===== config.mk =====
export PLATFORM = sky130hd
export DESIGN_NAME = ibex_mem_arb
export DESIGN_NICKNAME = d
export VERILOG_FILES = /design/src/rtl/ibex_mem_arb.sv
export SDC_FILE = /design/constraint.sdc
export NUM_CORES = 1
export LEC_CHECK = 0
export ABC_AREA = 1
export BUFFER_PORTS_ARGS = -buffer_cell sky130_fd_sc_hd__buf_2
export CORE_AREA = 10 10 101 103
export CTS_CLUSTER_SIZE = 20
export DETAILED_ROUTE_END_ITERATION = 10
export DIE_AREA = 0 0 111 113
export PLACE_DENSITY = 0.65
export SYNTH_ARGS = -nofsm -noshare
export SYNTH_HDL_FRONTEND = slang
export SYNTH_SLANG_ARGS = --single-unit

===== constraint.sdc =====
create_clock -name clk_i -period 2.1 [get_ports clk_i]
set_input_delay 0.105 -clock clk_i [delete_from_list [all_inputs] [get_ports clk_i]]
set_output_delay 0.105 -clock clk_i [all_outputs]
set_load 0.005 [all_outputs]

===== src/rtl/ibex_mem_arb.sv =====
// Two-to-one req/gnt/rvalid arbiter joining the Ibex fetch and load/store ports onto one memory port.
// Define IBEX_MEM_ARB_DATA_PRIO_EN to make data win every tie; otherwise ties are round-robin.
module ibex_mem_arb #(
  parameter int unsigned MaxReqs = 2,
  parameter int unsigned AW      = 32,
  parameter int unsigned DW      = 32,
  localparam int unsigned CW     = $clog2(MaxReqs + 1)
) (
  input  logic            clk_i,
  input  logic            rst_i,
  input  logic            instr_req_i,
  output logic            instr_gnt_o,
  input  logic [AW-1:0]   instr_addr_i,
  output logic            instr_rvalid_o,
  output logic [DW-1:0]   instr_rdata_o,
  output logic            instr_err_o,
  input  logic            data_req_i,
  output logic            data_gnt_o,
  input  logic            data_we_i,
  input  logic [DW/8-1:0] data_be_i,
  input  logic [AW-1:0]   data_addr_i,
  input  logic [DW-1:0]   data_wdata_i,
  output logic            data_rvalid_o,
  output logic [DW-1:0]   data_rdata_o,
  output logic            data_err_o,
  output logic            req_o,
  input  logic            gnt_i,
  output logic            we_o,
  output logic [DW/8-1:0] be_o,
  output logic [AW-1:0]   addr_o,
  output logic [DW-1:0]   wdata_o,
  input  logic            rvalid_i,
  input  logic [DW-1:0]   rdata_i,
  input  logic            err_i,
  output logic [CW-1:0]   outstanding_o,
  output logic            proto_err_o
);

  // state     | meaning
  // ST_OPEN   | no pending ungranted request; selection follows the arbiter
  // ST_LOCKED | request presented but not granted; sel_q held until gnt_i
  typedef enum logic {ST_OPEN, ST_LOCKED} state_e;

  localparam int unsigned PW = (MaxReqs > 1) ? $clog2(MaxReqs) : 1;
  localparam logic SRC_INSTR = 1'b0;
  localparam logic SRC_DATA  = 1'b1;

  state_e              state_q, state_d;
  logic                sel_q, last_q, sel, tie_win, credit;
  logic                push, pop, head;
  logic [MaxReqs-1:0]  fifo_q;
  logic [PW-1:0]       wptr_q, rptr_q;
  logic [CW-1:0]       cnt_q;

  function automatic logic [PW-1:0] ptr_inc(input logic [PW-1:0] p);
    return (p == PW'(MaxReqs - 1)) ? '0 : p + PW'(1);
  endfunction

`ifdef IBEX_MEM_ARB_DATA_PRIO_EN
  assign tie_win = SRC_DATA;
`else
  assign tie_win = ~last_q;
`endif

  always_comb begin
    state_d = state_q;
    sel     = SRC_INSTR;
    credit  = (cnt_q < CW'(MaxReqs));
    if (state_q == ST_LOCKED)           sel = sel_q;
    else if (instr_req_i && data_req_i) sel = tie_win;
    else if (data_req_i)                sel = SRC_DATA;

    req_o       = credit & ((sel == SRC_DATA) ? data_req_i : instr_req_i);
    we_o        = (sel == SRC_DATA) & data_we_i;
    be_o        = (sel == SRC_DATA) ? data_be_i : '1;
    addr_o      = (sel == SRC_DATA) ? data_addr_i : instr_addr_i;
    wdata_o     = (sel == SRC_DATA) ? data_wdata_i : '0;
    instr_gnt_o = gnt_i & req_o & (sel == SRC_INSTR);
    data_gnt_o  = gnt_i & req_o & (sel == SRC_DATA);

    case (state_q)
      ST_OPEN:   if (req_o && !gnt_i) state_d = ST_LOCKED;
      ST_LOCKED: if (gnt_i)           state_d = ST_OPEN;
      default:                        state_d = ST_OPEN;
    endcase
  end

  // Responses always come back in grant order, so the FIFO head names the owner.
  assign push           = req_o & gnt_i;
  assign pop            = rvalid_i & (cnt_q != '0);
  assign head           = fifo_q[rptr_q];
  assign instr_rvalid_o = pop & (head == SRC_INSTR);
  assign data_rvalid_o  = pop & (head == SRC_DATA);
  assign instr_rdata_o  = rdata_i;
  assign data_rdata_o   = rdata_i;
  assign instr_err_o    = err_i;
  assign data_err_o     = err_i;
  assign outstanding_o  = cnt_q;

  always_ff @(posedge clk_i) begin
    if (rst_i) begin
      state_q     <= ST_OPEN;
      sel_q       <= SRC_INSTR;
      last_q      <= SRC_INSTR;
      fifo_q      <= '0;
      wptr_q      <= '0;
      rptr_q      <= '0;
      cnt_q       <= '0;
      proto_err_o <= 1'b0;
    end else begin
      state_q <= state_d;
      if (state_q == ST_OPEN && req_o && !gnt_i) sel_q <= sel;
      if (push) begin
        fifo_q[wptr_q] <= sel;
        wptr_q         <= ptr_inc(wptr_q);
        last_q         <= sel;
      end
      if (pop) rptr_q <= ptr_inc(rptr_q);
      cnt_q <= cnt_q + CW'(push) - CW'(pop);
      if (rvalid_i && cnt_q == '0) proto_err_o <= 1'b1;
    end
  end

endmodule


* Yosys cells after proc, flatten, opt, wreduce, memory -nomap -nowiden
Cells that the tools add are included.
Cells by class: $lt $le $gt $ge 4, add/sub/neg operators 4, bitwise gates (word level) 12, muxes and demuxes 17, reductions and logical operators 9
Operators by type and width (count):
- 2-to-1 mux 32 bit | 2
- 2-to-1 mux 1 bit | 11
- AND 1 bit | 8
- logical AND 1 bit | 6
- < comparator 1 x 2 -> 1 bit (second input constant) | 2
- 2-to-1 mux 4 bit | 1
- NOT 1 bit | 4
- adder 1 bit (second input constant) | 2
- adder 2 x 1 -> 2 bit | 1
- bitwise mux 2 bit | 1
- logical NOT 2 bit | 1
- < comparator 2 bit (second input constant) | 1
- one-hot mux 1 bit (2 select lines) | 1
- nonzero test 2 bit | 1
- subtractor 2 x 1 -> 2 bit | 1
- demux 1 bit (select 1 bit) | 1
- >= comparator 1 bit (second input constant) | 1
- logical NOT 1 bit | 1
Storage, ports and cells: input port bits 140, logic and storage cells 54, flip-flop bits (word level) 10, output and inout bits 143

* Longest topological paths before layout
word-level depth 8, depth in mapped cells 12, mapped depth without buffers 12

* Least setup slack after synthesis
OpenSTA, ideal clock, no wires.
path type reg2reg, start register state_q, end register cnt_q[1] (netlist: outstanding_o[1]), data required time 1.986 ns, stages on the path, launching flop included 12, setup slack 0.574 ns, library setup time 0.114 ns, buffers on the path 0, arrival time 1.412 ns, period minus slack after synthesis 1.526 ns, cells stage by stage dfxtp_1 > nand2_2 > or2_4 > nand3_2 > nor2_4 > nand2_1 > nand2_1 > ha_1 > xnor2_1 > nand2_1 > nand2_1 > nor2_2
Between the ends: cells in the longest elaborated chain, start to end 6
Ends and longest elaborated chain:
- from (decl) | line 48 | state_e state_q, state_d;
- from (signal assigned) | line 111 | state_q <= state_d;
- 2-to-1 mux 1 bit | line 69 | if (state_q == ST_LOCKED) sel = sel_q;
- 2-to-1 mux 1 bit | line 73 | req_o = credit & ((sel == SRC_DATA) ? data_req_i : instr_req_i);
- AND 1 bit | line 73
- AND 1 bit | line 89 | assign push = req_o & gnt_i;
- adder 2 x 1 -> 2 bit | line 119 | cnt_q <= cnt_q + CW'(push) - CW'(pop);
- subtractor 2 x 1 -> 2 bit | line 119
- to (signal assigned) | line 119
- to (decl) | line 53 | logic [CW-1:0] cnt_q;
Every way passes these cells. A chain may end at the register's enable or synchronous reset.

* Worst setup path in the final report
start register state_q, end output addr_o[0]
Between the ends: cells in the longest elaborated chain, start to end 2
Ends and longest elaborated chain:
- 2-to-1 mux 1 bit | line 69
- 2-to-1 mux 32 bit | line 76 | addr_o = (sel == SRC_DATA) ? data_addr_i : instr_addr_i;
- to (decl) | line 30 | output logic [AW-1:0] addr_o,
Every way passes these cells.

==> impl_results.md <==
* Setup Buffers After CTS at 0
* Design Area, Final at 2300 um^2
* Routed WL at 7510 um
* Slew Limit Headroom at 71.3%
* Count leader, synth: nand2_1
* Via density per instance at 3.91
* FMAX at 595 MHz
* Core Box Area at 8130 um^2
* Period utilization at 80.1%
* Share of the synthesized area in the top cell type at 28.7%
* Layout cells sized above 1 at 47.2%
* Clock root buffer: clkbuf_8
* Congestion Overflow GR at 0
* WS Path Type: reg2out
* CTS tree: built
* First-pass GRT wire length at 11500 um
* Area Overhead vs Synth at 33.6%
* Hold-critical path depth at 2
* Syn avg cell area at 5.46 um^2
* Startpoint types: flop
* Max Cap Viol at 0
* Die Span Y at 113 um
* Clock latency on the worst-skew pair at 240 ps
* Clock Sinks at 10
* Max clock buf depth at 2
* Worst-path clk slew at 50 ps
* Peak supply drop at 0.000501 V
* DP Area at 2250 um^2
* CP Capture Type: primary output
* DPL Wire Length at 6620 um
* I/O Buffers at 183
* Hold_buf cts at 0
* Post-synth top area cell: buf_4
* Fin worst setup slack at 419 ps
* Initial antenna violation count at 0
* Io pins at 283
* TritonCTS buffer count at 3
* DRC at 0
* Synth Warn # at 0
* GRT Total Usage at 10.7%
* Status: finished, final reports clean
* Pre-CTS setup slack at 460 ps
* Post-synthesis cell count at 316
* Vias in the first global route at 2259
* Largest net degree at the start of global routing at 46
* DR vias at 2094
* Leakage at 1.61 nW
* RSZ-0062 raised after global routing: false
* Tmin final at 1680 ps
* WP data arrival at 1580 ps
* Crit Path Max Fanout at 45
* #FFs+latches synth at 10
* Fin util at 28.3%
* Hold Slack at 119 ps
* Area contributors post-synth: buf_4 29%, nand2_1 23%, dfxtp_1 12%, nor2_1 10%, inv_1 9.8%
* Final setup TNS at 0 ps
* Hold Violations, Final at 0
* Reg2Reg Depth at 11
* Power Density at 606 nW/um^2
* DR pass1 iterations at 4
* Post-CTS sizing at 0
* Reg2reg setup slack at 460 ps
* Number of synthesized flops with an enable pin at 0
* Skew final at 4.16 ps
* Final Setup Violations at 0
* FFs w/ async S/R, synth at 0%
* Row count at 33
* Sequential area share after synthesis at 11.6%
* Synthesized Nets at 457
* Mapped Area at 1730 um^2
* Worst Tran Pin Value at 430 ps
* Die width at 111 um
* Antenna Nets Post-Route at 0
* N_diodes at 0
* CTS HTree Levels at 1
* Synth cell count leaders: 107 x nand2_1, 66 x buf_4, 47 x nor2_1
* Max Slew Vio Count at 0
* HP Class: in2reg
* Synth cell types at 24
* RePlAce Congestion at 0.852
* Critical path data required time at 2000 ps
* Drt wl/cell at 14.0 um
* Initial core utilization at 21.2%
* Final Net Count at 572
* Ys flop type: dfxtp_1
* DRT iter0 DRCs at 99
* Die area at 12500 um^2
[through the flow]
stage	power, mW	instances
floorplan	0.859	316
global placement	1.16	531
detailed placement	1.18	531
CTS	1.43	535
global route	1.54	535
finish	1.40	535
[final cells by class]
type	instances	area, um^2
clock buffer	4	55.1
inverter	46	173
multi-input combinational	184	807
fill	930	5830
tap	105	131
sequential	10	200
timing repair buffer	186	938
[power by group]
part | total (mW) | internal, mW | switching, mW
logic | 0.871 | 0.385 | 0.486
clock network | 0.245 | 0.165 | 0.0796
registers | 0.281 | 0.241 | 0.0397
total | 1.40 | 0.791 | 0.605
[path summary, 6_finish.rpt]
check                                         startpoint                          end
worst min-delay path                               gnt_i           state_q$_SDFF_PP0_
worst max register to register        state_q$_SDFF_PP0_  outstanding_o[1]$_SDFF_PP0_
worst max-delay path                  state_q$_SDFF_PP0_                    addr_o[0]
worst min register to register  proto_err_o$_SDFFE_PP0P_     proto_err_o$_SDFFE_PP0P_
[sequential cells by signal, indices dropped and copies added (netlist names)]
register,cells
fifo_q,2
outstanding_o,2
last_q,1
proto_err_o,1
rptr_q,1
sel_q,1
state_q,1
wptr_q,1
[critical path: stages, from the launching register on]
cell and delay (ps):
dfxtp_1 360, inv_1 80, nand3_2 110, nand2_4 50, inv_2 50, buf_4 360, nand2_1 90, nand2_1 90
buf_2 110
[placed cells by master (no fill, tap or decap), drive strengths merged]
| cell type | instances |
|---|---|
| a211oi | 1 |
| a21oi | 4 |
| buf | 186 |
| clkbuf | 4 |
| dfxtp | 10 |
| ha | 1 |
| inv | 46 |
| nand2 | 110 |
| nand3 | 6 |
| nand4 | 1 |
| nor2 | 49 |
| nor3b | 1 |
| o21ai | 4 |
| or2 | 6 |
| xnor2 | 1 |
[kinds of logic after synthesis]
family | count (synthesis) | share of synthesized area, %
buffers and inverters | 122 | 41.6
adder cells (fa/ha/maj) | 1 | 0.725
XOR/XNOR | 1 | 0.508
AND/OR/NAND/NOR | 173 | 42.8
AO/OA/AOI/OAI | 9 | 2.76
flip-flops | 10 | 11.6
[layer usage]
layer	routed length [um]	track usage [%]	vias to the layer above	share of wire [%]
met2	3540	18.1	136	47
met5	0	0	-	0
met4	221	4.34	0	2.9
met1	2890	11.4	850	38
li1	-	-	1075	-
met3	858	4.75	33	11
(Power assumes the default switching activity.)
